**src/rtl/icache_data_ctrl_pkg.sv**
```systemverilog
// Shared definitions for the I-cache data SRAM controller: FSM state
// encoding, array geometry, write-lane masks and the bundle of SRAM pin
// values that the controller grants for each cycle.
package icache_pkg;

   localparam int ICACHE_IDX_W      = 6;
   localparam int ICACHE_LINE_W     = 128;
   localparam int ICACHE_BEAT_W     = 64;
   localparam int ICACHE_NUM_WMASKS = 2;

   localparam logic [ICACHE_IDX_W-1:0] ICACHE_LAST_IDX = 6'd63;

   localparam logic [ICACHE_NUM_WMASKS-1:0] WM_NONE = 2'b00;
   localparam logic [ICACHE_NUM_WMASKS-1:0] WM_LO   = 2'b01;
   localparam logic [ICACHE_NUM_WMASKS-1:0] WM_HI   = 2'b10;
   localparam logic [ICACHE_NUM_WMASKS-1:0] WM_ALL  = 2'b11;

   typedef enum logic [1:0] {
      IDLE    = 2'd0,
      FILL_HI = 2'd1,
      FLUSH   = 2'd2
   } ctrl_state_e;

   typedef struct packed {
      logic                         csb;
      logic                         web;
      logic [ICACHE_NUM_WMASKS-1:0] wmask;
      logic [ICACHE_IDX_W-1:0]      addr;
      logic [ICACHE_LINE_W-1:0]     din;
   } sram_req_t;

   localparam sram_req_t SRAM_IDLE = '{
      csb:   1'b1,
      web:   1'b1,
      wmask: WM_NONE,
      addr:  '0,
      din:   '0
   };

   function automatic sram_req_t sram_wr(input logic [ICACHE_IDX_W-1:0]      idx,
                                         input logic [ICACHE_NUM_WMASKS-1:0] mask,
                                         input logic [ICACHE_LINE_W-1:0]     data);
      sram_req_t r;
      r.csb   = 1'b0;
      r.web   = 1'b0;
      r.wmask = mask;
      r.addr  = idx;
      r.din   = data;
      return r;
   endfunction

   function automatic sram_req_t sram_rd(input logic [ICACHE_IDX_W-1:0] idx);
      sram_req_t r;
      r      = SRAM_IDLE;
      r.csb  = 1'b0;
      r.addr = idx;
      return r;
   endfunction

endpackage

```
**src/rtl/icache_data_ctrl_if.sv**
```systemverilog
// Signal bundle between the I-cache fetch/refill logic, the data SRAM macro
// and the data controller.
//   read request  : rd_req_valid/rd_req_ready, rd_addr
//   read response : rd_resp_valid/rd_resp_ready, rd_resp_data
//   refill        : fill_valid/fill_ready, fill_addr, fill_data, fill_done
//   flush         : flush_req, flush_done
//   SRAM pins     : sram_csb, sram_web, sram_wmask, sram_addr, sram_din, sram_dout
// master = surroundings (fetch, refill, macro), slave = the controller.
interface icache_data_ctrl_if;
   import icache_pkg::*;

   logic                         rd_req_valid;
   logic                         rd_req_ready;
   logic [ICACHE_IDX_W-1:0]      rd_addr;
   logic                         rd_resp_valid;
   logic                         rd_resp_ready;
   logic [ICACHE_LINE_W-1:0]     rd_resp_data;

   logic                         fill_valid;
   logic                         fill_ready;
   logic [ICACHE_IDX_W-1:0]      fill_addr;
   logic [ICACHE_BEAT_W-1:0]     fill_data;
   logic                         fill_done;

   logic                         flush_req;
   logic                         flush_done;

   logic                         sram_csb;
   logic                         sram_web;
   logic [ICACHE_NUM_WMASKS-1:0] sram_wmask;
   logic [ICACHE_IDX_W-1:0]      sram_addr;
   logic [ICACHE_LINE_W-1:0]     sram_din;
   logic [ICACHE_LINE_W-1:0]     sram_dout;

   modport master (
      output rd_req_valid, rd_addr, rd_resp_ready,
      output fill_valid, fill_addr, fill_data,
      output flush_req, sram_dout,
      input  rd_req_ready, rd_resp_valid, rd_resp_data,
      input  fill_ready, fill_done, flush_done,
      input  sram_csb, sram_web, sram_wmask, sram_addr, sram_din
   );

   modport slave (
      input  rd_req_valid, rd_addr, rd_resp_ready,
      input  fill_valid, fill_addr, fill_data,
      input  flush_req, sram_dout,
      output rd_req_ready, rd_resp_valid, rd_resp_data,
      output fill_ready, fill_done, flush_done,
      output sram_csb, sram_web, sram_wmask, sram_addr, sram_din
   );

endinterface

```
**src/rtl/icache_data_ctrl.sv**
```systemverilog
// I-cache data SRAM controller. Grants one access per cycle to the 64x128
// single-port data array (flush sweep > refill beat > line read) and drives
// the macro pins combinationally from that grant.
// Ports: clk (also the macro clock), rst_aL (async, active-low),
//        bus (icache_data_ctrl_if.slave) carrying all handshakes and SRAM pins.
//
// state   | meaning
// --------+-------------------------------------------------------------
// IDLE    | accepting flush, refill beat 0 or a read
// FILL_HI | beat 0 written; waiting for beat 1, reads to other lines ok
// FLUSH   | zeroing lines 0..63, one per cycle; no fills or reads
module icache_data_ctrl
   import icache_pkg::*;
(
   input  logic              clk,
   input  logic              rst_aL,
   icache_data_ctrl_if.slave bus
);

   ctrl_state_e             state_q, state_d;
   logic [ICACHE_IDX_W-1:0] cnt_q, cnt_d;
   logic [ICACHE_IDX_W-1:0] fill_idx_q, fill_idx_d;
   logic                    resp_valid_q, resp_valid_d;
   logic                    fill_done_q, fill_done_d;
   logic                    flush_done_q, flush_done_d;

   logic                    slot_free;
   logic                    rd_acc;
   logic                    rd_req_ready;
   logic                    fill_ready;
   sram_req_t               sram;

   always_ff @(posedge clk or negedge rst_aL) begin
      if (!rst_aL) begin
         state_q      <= IDLE;
         cnt_q        <= '0;
         fill_idx_q   <= '0;
         resp_valid_q <= 1'b0;
         fill_done_q  <= 1'b0;
         flush_done_q <= 1'b0;
      end else begin
         state_q      <= state_d;
         cnt_q        <= cnt_d;
         fill_idx_q   <= fill_idx_d;
         resp_valid_q <= resp_valid_d;
         fill_done_q  <= fill_done_d;
         flush_done_q <= flush_done_d;
      end
   end

   always_comb begin
      state_d      = state_q;
      cnt_d        = cnt_q;
      fill_idx_d   = fill_idx_q;
      fill_done_d  = 1'b0;
      flush_done_d = 1'b0;
      rd_acc       = 1'b0;
      rd_req_ready = 1'b0;
      fill_ready   = 1'b0;
      sram         = SRAM_IDLE;

      // A new read may land while the old response is being taken this cycle.
      slot_free = !resp_valid_q || bus.rd_resp_ready;

      case (state_q)
         IDLE: begin
            if (bus.flush_req) begin
               state_d = FLUSH;
               cnt_d   = '0;
            end else begin
               fill_ready   = 1'b1;
               // A presented refill beat takes the port, so a read cannot
               // be acknowledged in the same cycle.
               rd_req_ready = slot_free && !bus.fill_valid;
               if (bus.fill_valid) begin
                  sram       = sram_wr(bus.fill_addr, WM_LO,
                                       {{ICACHE_BEAT_W{1'b0}}, bus.fill_data});
                  fill_idx_d = bus.fill_addr;
                  state_d    = FILL_HI;
               end else if (bus.rd_req_valid && rd_req_ready) begin
                  sram   = sram_rd(bus.rd_addr);
                  rd_acc = 1'b1;
               end
            end
         end

         FILL_HI: begin
            fill_ready = 1'b1;
            if (bus.fill_valid) begin
               sram        = sram_wr(fill_idx_q, WM_HI,
                                     {bus.fill_data, {ICACHE_BEAT_W{1'b0}}});
               fill_done_d = 1'b1;
               state_d     = IDLE;
            end else begin
               // The half-written line must not be returned to fetch.
               rd_req_ready = slot_free && (bus.rd_addr != fill_idx_q);
               if (bus.rd_req_valid && rd_req_ready) begin
                  sram   = sram_rd(bus.rd_addr);
                  rd_acc = 1'b1;
               end
            end
         end

         FLUSH: begin
            sram  = sram_wr(cnt_q, WM_ALL, '0);
            cnt_d = cnt_q + 1'b1;
            if (cnt_q == ICACHE_LAST_IDX) begin
               flush_done_d = 1'b1;
               state_d      = IDLE;
            end
         end

         default: state_d = IDLE;
      endcase

      if (rd_acc) begin
         resp_valid_d = 1'b1;
      end else if (bus.rd_resp_ready) begin
         resp_valid_d = 1'b0;
      end else begin
         resp_valid_d = resp_valid_q;
      end
   end

   assign bus.rd_req_ready  = rd_req_ready;
   assign bus.fill_ready    = fill_ready;
   assign bus.rd_resp_valid = resp_valid_q;
   // The macro holds dout through writes and deselected cycles.
   assign bus.rd_resp_data  = bus.sram_dout;
   assign bus.fill_done     = fill_done_q;
   assign bus.flush_done    = flush_done_q;

   assign bus.sram_csb      = sram.csb;
   assign bus.sram_web      = sram.web;
   assign bus.sram_wmask    = sram.wmask;
   assign bus.sram_addr     = sram.addr;
   assign bus.sram_din      = sram.din;

endmodule

```
**src/flat_wrapper.sv**
```systemverilog
// flat-port wrapper written by rule: the top's interface ports become plain ports
module icache_data_ctrl_flat import icache_pkg::*;
  (clk, rst_aL, bus_rd_req_valid, bus_rd_addr, bus_rd_resp_ready, bus_fill_valid, bus_fill_addr, bus_fill_data, bus_flush_req, bus_sram_dout, bus_rd_req_ready, bus_rd_resp_valid, bus_rd_resp_data, bus_fill_ready, bus_fill_done, bus_flush_done, bus_sram_csb, bus_sram_web, bus_sram_wmask, bus_sram_addr, bus_sram_din);
  icache_data_ctrl_if bus_i ();
  input  logic clk;
  input  logic rst_aL;
  input wire logic [$bits(bus_i.rd_req_valid)-1:0] bus_rd_req_valid;
  input wire logic [$bits(bus_i.rd_addr)-1:0] bus_rd_addr;
  input wire logic [$bits(bus_i.rd_resp_ready)-1:0] bus_rd_resp_ready;
  input wire logic [$bits(bus_i.fill_valid)-1:0] bus_fill_valid;
  input wire logic [$bits(bus_i.fill_addr)-1:0] bus_fill_addr;
  input wire logic [$bits(bus_i.fill_data)-1:0] bus_fill_data;
  input wire logic [$bits(bus_i.flush_req)-1:0] bus_flush_req;
  input wire logic [$bits(bus_i.sram_dout)-1:0] bus_sram_dout;
  output wire logic [$bits(bus_i.rd_req_ready)-1:0] bus_rd_req_ready;
  output wire logic [$bits(bus_i.rd_resp_valid)-1:0] bus_rd_resp_valid;
  output wire logic [$bits(bus_i.rd_resp_data)-1:0] bus_rd_resp_data;
  output wire logic [$bits(bus_i.fill_ready)-1:0] bus_fill_ready;
  output wire logic [$bits(bus_i.fill_done)-1:0] bus_fill_done;
  output wire logic [$bits(bus_i.flush_done)-1:0] bus_flush_done;
  output wire logic [$bits(bus_i.sram_csb)-1:0] bus_sram_csb;
  output wire logic [$bits(bus_i.sram_web)-1:0] bus_sram_web;
  output wire logic [$bits(bus_i.sram_wmask)-1:0] bus_sram_wmask;
  output wire logic [$bits(bus_i.sram_addr)-1:0] bus_sram_addr;
  output wire logic [$bits(bus_i.sram_din)-1:0] bus_sram_din;
  assign bus_i.rd_req_valid = bus_rd_req_valid;
  assign bus_i.rd_addr = bus_rd_addr;
  assign bus_i.rd_resp_ready = bus_rd_resp_ready;
  assign bus_i.fill_valid = bus_fill_valid;
  assign bus_i.fill_addr = bus_fill_addr;
  assign bus_i.fill_data = bus_fill_data;
  assign bus_i.flush_req = bus_flush_req;
  assign bus_i.sram_dout = bus_sram_dout;
  assign bus_rd_req_ready = bus_i.rd_req_ready;
  assign bus_rd_resp_valid = bus_i.rd_resp_valid;
  assign bus_rd_resp_data = bus_i.rd_resp_data;
  assign bus_fill_ready = bus_i.fill_ready;
  assign bus_fill_done = bus_i.fill_done;
  assign bus_flush_done = bus_i.flush_done;
  assign bus_sram_csb = bus_i.sram_csb;
  assign bus_sram_web = bus_i.sram_web;
  assign bus_sram_wmask = bus_i.sram_wmask;
  assign bus_sram_addr = bus_i.sram_addr;
  assign bus_sram_din = bus_i.sram_din;
  icache_data_ctrl u_core (.clk(clk), .rst_aL(rst_aL), .bus(bus_i));
endmodule
```
**config.mk**
```make
export PLATFORM = sky130hd
export DESIGN_NAME = icache_data_ctrl_flat
export DESIGN_NICKNAME = d
export VERILOG_FILES = /design/src/rtl/icache_data_ctrl_pkg.sv /design/src/rtl/icache_data_ctrl_if.sv /design/src/rtl/icache_data_ctrl.sv /design/src/flat_wrapper.sv
export SDC_FILE = /design/constraint.sdc
export NUM_CORES = 1
export LEC_CHECK = 0
export ABC_AREA = 1
export CAP_MARGIN = 20
export CORE_AREA = 2 2 188 190
export CTS_CLUSTER_SIZE = 28
export DETAILED_ROUTE_END_ITERATION = 6
export DIE_AREA = 0 0 190 192
export PLACE_DENSITY = 0.43
export SKIP_CTS_REPAIR_TIMING = 1
export SLEW_MARGIN = 20
export SYNTH_ARGS = -nofsm -noshare
export SYNTH_HDL_FRONTEND = slang
export SYNTH_SLANG_ARGS = --single-unit
```
**constraint.sdc**
```tcl
create_clock -name clk -period 1.95 [get_ports clk]
set_input_delay 0.39 -clock clk [delete_from_list [all_inputs] [get_ports clk]]
set_output_delay 0.39 -clock clk [all_outputs]
set_load 0.01 [all_outputs]
```
==> results.txt <==
----------------------------------------------------
[Power and ir drop]
  Leak pwr ... roughly 0.0035 uW
  Total power divided by cell area ... 542 mW/mm2
  Largest voltage drop on the vdd net ... 0.407 mV

[Setup path]
  Critical path capture point type ... output pin
  Combined buffer and inverter count along the critical path ... 5
  Worst path depth ... 9
  Series of cell instances along the critical path ... nor2_4, nand2_4, nor2_8, buf_12, buf_12, inv_12, buf_12, nor2_1, buf_2
  Worst reg-to-reg path cell count ... 10
  Worst Path Required ... 1.56 ns
  Critical Path Source Type ... flip-flop
  Most frequent CP cell ... sky130_fd_sc_hd__buf_12
  Critical path's top delay family ... buffers and inverters
  Arrival time of the worst setup path ... 1.73 ns
  CP max FO ... 7
  Slowest cell on the critical path ... sky130_fd_sc_hd__dfrtp_2
  Category of the most critical setup path ... flip-flop to output pin
  Peak per-stage delay on the critical path ... ~0.43 ns

[Floorplanning]
  Width of the die ... 190 um
  Site Rows ... 68
  Core footprint ... 0.0343 mm2
  Initial Util ... 10.2%
  Ports ... 481
  Y dimension of the die ... between 150 and 200 um
  Area of the die ... 0.0365 mm2

[Global routing]
  Initial antenna violation count ... 1
  Overall track demand over capacity in global routing ... 6.97%
  Largest net degree at the start of global routing ... 29
  Overflow left after global routing ... 0
  Wire length of the first global-routing pass ... slightly below 20000 um
  Number of global-route vias before repair ... 3267

[Placed design]
  DPL Wire Length ... 11600 um
  Placed cell area ... 0.00560 mm2
  Worst setup slack before clock tree synthesis ... -0.823 ns
  Last weighted congestion value of the routability-driven placer ... about 0.74
  Port-buffer cells ... 224

[Logic synthesis]
  Post-Synthesis Cells ... 506
  Average cell area after synthesis ... about 6.9 um2
  Yosys cell types ... 24
  Share of synthesized area occupied by flip-flops and latches ... 12.2%
  Total number of yosys warnings ... 0
  Share of the synthesized area in the top cell type ... a little over a quarter
  Number of synthesized register bits ... 17
  Post-Syn Nets ... 717
  Largest cells by area after synthesis ... sky130_fd_sc_hd__buf_4 27%, sky130_fd_sc_hd__nor2_4 20%, sky130_fd_sc_hd__dfrtp_1 12%, sky130_fd_sc_hd__inv_1 9.6%, sky130_fd_sc_hd__nor2_1 7.8%
  Cell Area, Synth ... 0.00349 mm2
  Cell taking the most area after synthesis ... sky130_fd_sc_hd__buf_4

[Clock network]
  Insertion delay of the later-clocked pin in the worst-skew pair ... 0.25 ns
  Clock tree buffer depth ... 2
  CTS tree ... yes
  Number of buffers created by CTS ... 3
  Number of clock sinks ... 17
  # H-tree levels ... 1
  Clock transition at the registers of the reported paths ... roughly 0.05 ns
  Root buffer cell ... sky130_fd_sc_hd__clkbuf_16

[Run status]
  Run status ... complete, but fails checks
  Failing checks ... negative setup slack

[STA]
  Normalized max-slew margin ... about 82%
  Minimum period implied by the final worst setup slack ... 2.12 ns
  Final max-slew violation count ... 0
  Setup repair after global routing missed its margin ... yes
  Maximum achievable frequency ... 473 MHz
  Setup ws final ... -0.166 ns
  Clk_skew ... 0.00154 ns
  Slew at the pin with the worst max-slew slack ... 0.272 ns
  Final total negative setup slack ... -8.69 ns
  Setup-violating endpoint count in the final report ... 99
  Total count of hold-check failures in the final report ... 0
  Fin crit share ... 108%

[Finish]
  Diode count ... 0
  Final core utilization ... 18.5%
  Total number of nets in the final design ... roughly 880
  Proportion of layout cells with a drive suffix above 1 ... 49.2%
  Syn-to-layout area delta ... 81.1%
  Final design instance area without fill ... ~0.0063 mm2

[Drt]
  Via count ... 3533
  Routed WL per cell ... 13.3 um
  Remaining routing DRC violations ... 0
  Drt pass-1 iters ... 4
  Total wire length after detailed routing ... ~15000 um
  DR vias/cell ... 3.16
  Violation count after the first detailed-route iteration ... 100
  Final antenna-violating net count ... 0

[Worst hold path]
  Worst min-delay path category ... primary input to flip-flop
  Number of instances on the worst hold path ... 2

[Job]
  Count of max-cap constraint violations ... 0

----------------------------------------------------
==> logic make-up after synthesis <==
logic type / after synthesis / synth area share, %
buffers and inverters: 235 / 42.8
AND/OR/NAND/NOR: 227 / 40.6
flip-flops: 17 / 12.2
AO/OA/AOI/OAI: 26 / 4.05
adder cells (fa/ha/maj): 1 / 0.358
==> Yosys cell counts (all sizes together) <==
cell,n
a21oi,1
nor3,4
nand2,51
a22oi,1
nand4,1
nor2,147
o31ai,1
dfrtp,17
ha,1
o32ai,1
buf,142
inv,93
nand3,22
nand3b,2
o211ai,1
o21ai,21
==> power breakdown <==
part | total, uW | switching, uW | internal, uW | leakage [uW]
Combinational | 2430 | 1240 | 1190 | 0.00325
Clock | 416 | 138 | 278 | 0.0000382
Sequential | 582 | 109 | 473 | 0.000216
==> layout make-up <==
class / instances / area [um2]
Tap cell: 455 / 569
Timing Repair Buffer: 294 / 2920
Inverter: 93 / 387
Timing Repair inverter: 2 / 36.3
Clock buffer: 4 / 78.8
Fill cell: 3841 / 28000
Sequential cell: 17 / 428
Multi-Input combinational cell: 254 / 1910
==> state kept, by name, summed over array words and instances (netlist names) <==
signal / cells
u_core.bus.rd_resp_valid: 1
u_core.cnt_q: 6
u_core.fill_idx_q: 6
u_core.bus.fill_done: 1
u_core.bus.flush_done: 1
u_core.state_q: 2
==> placed cells by master (no fill, tap or decap), drive strengths merged, types with 2 or more instances in the layout <==
| cell type | count |
|---|---|
| nor3 | 4 |
| clkdlybuf4s50 | 74 |
| clkbuf | 40 |
| nand2 | 51 |
| nand3b | 2 |
| inv | 93 |
| nor2 | 147 |
| dlymetal6s2s | 41 |
| nand3 | 22 |
| o21ai | 21 |
| dfrtp | 17 |
| buf | 143 |
==> metrics by stage <==
stage	cells	power, uW	hold WS, ns
after floorplan	506	1780	0.0944
after global placement	1093	2670	0.574
after detailed placement	1093	2650	0.574
after CTS	1097	3100	0.483
after global routing	1119	3690	0.483
final	1119	3430	0.438
==> final timing paths <==
path,startpoint,to,slack [ns]
max in group asynchronous,rst_aL,u_core.state_q[0],1.25
min in group asynchronous,rst_aL,u_core.fill_idx_q[0],0.48
min reg2reg,u_core.fill_idx_q[2],u_core.fill_idx_q[2],0.58
max,u_core.state_q[0],bus_sram_din[58],-0.17
max reg2reg,u_core.state_q[0],u_core.fill_idx_q[0],0.31
min,bus_fill_valid,u_core.state_q[0],0.44
==> metal layers <==
layer	part of all wire, %	wire length, um	track usage [%]
met1	36	5380	8.03
met2	46	6850	11.0
met3	16	2380	4.15
met4	1.7	250	1.43
met5	0.30	45	0.962
No activity file was read; power rests on OpenSTA's default activity.
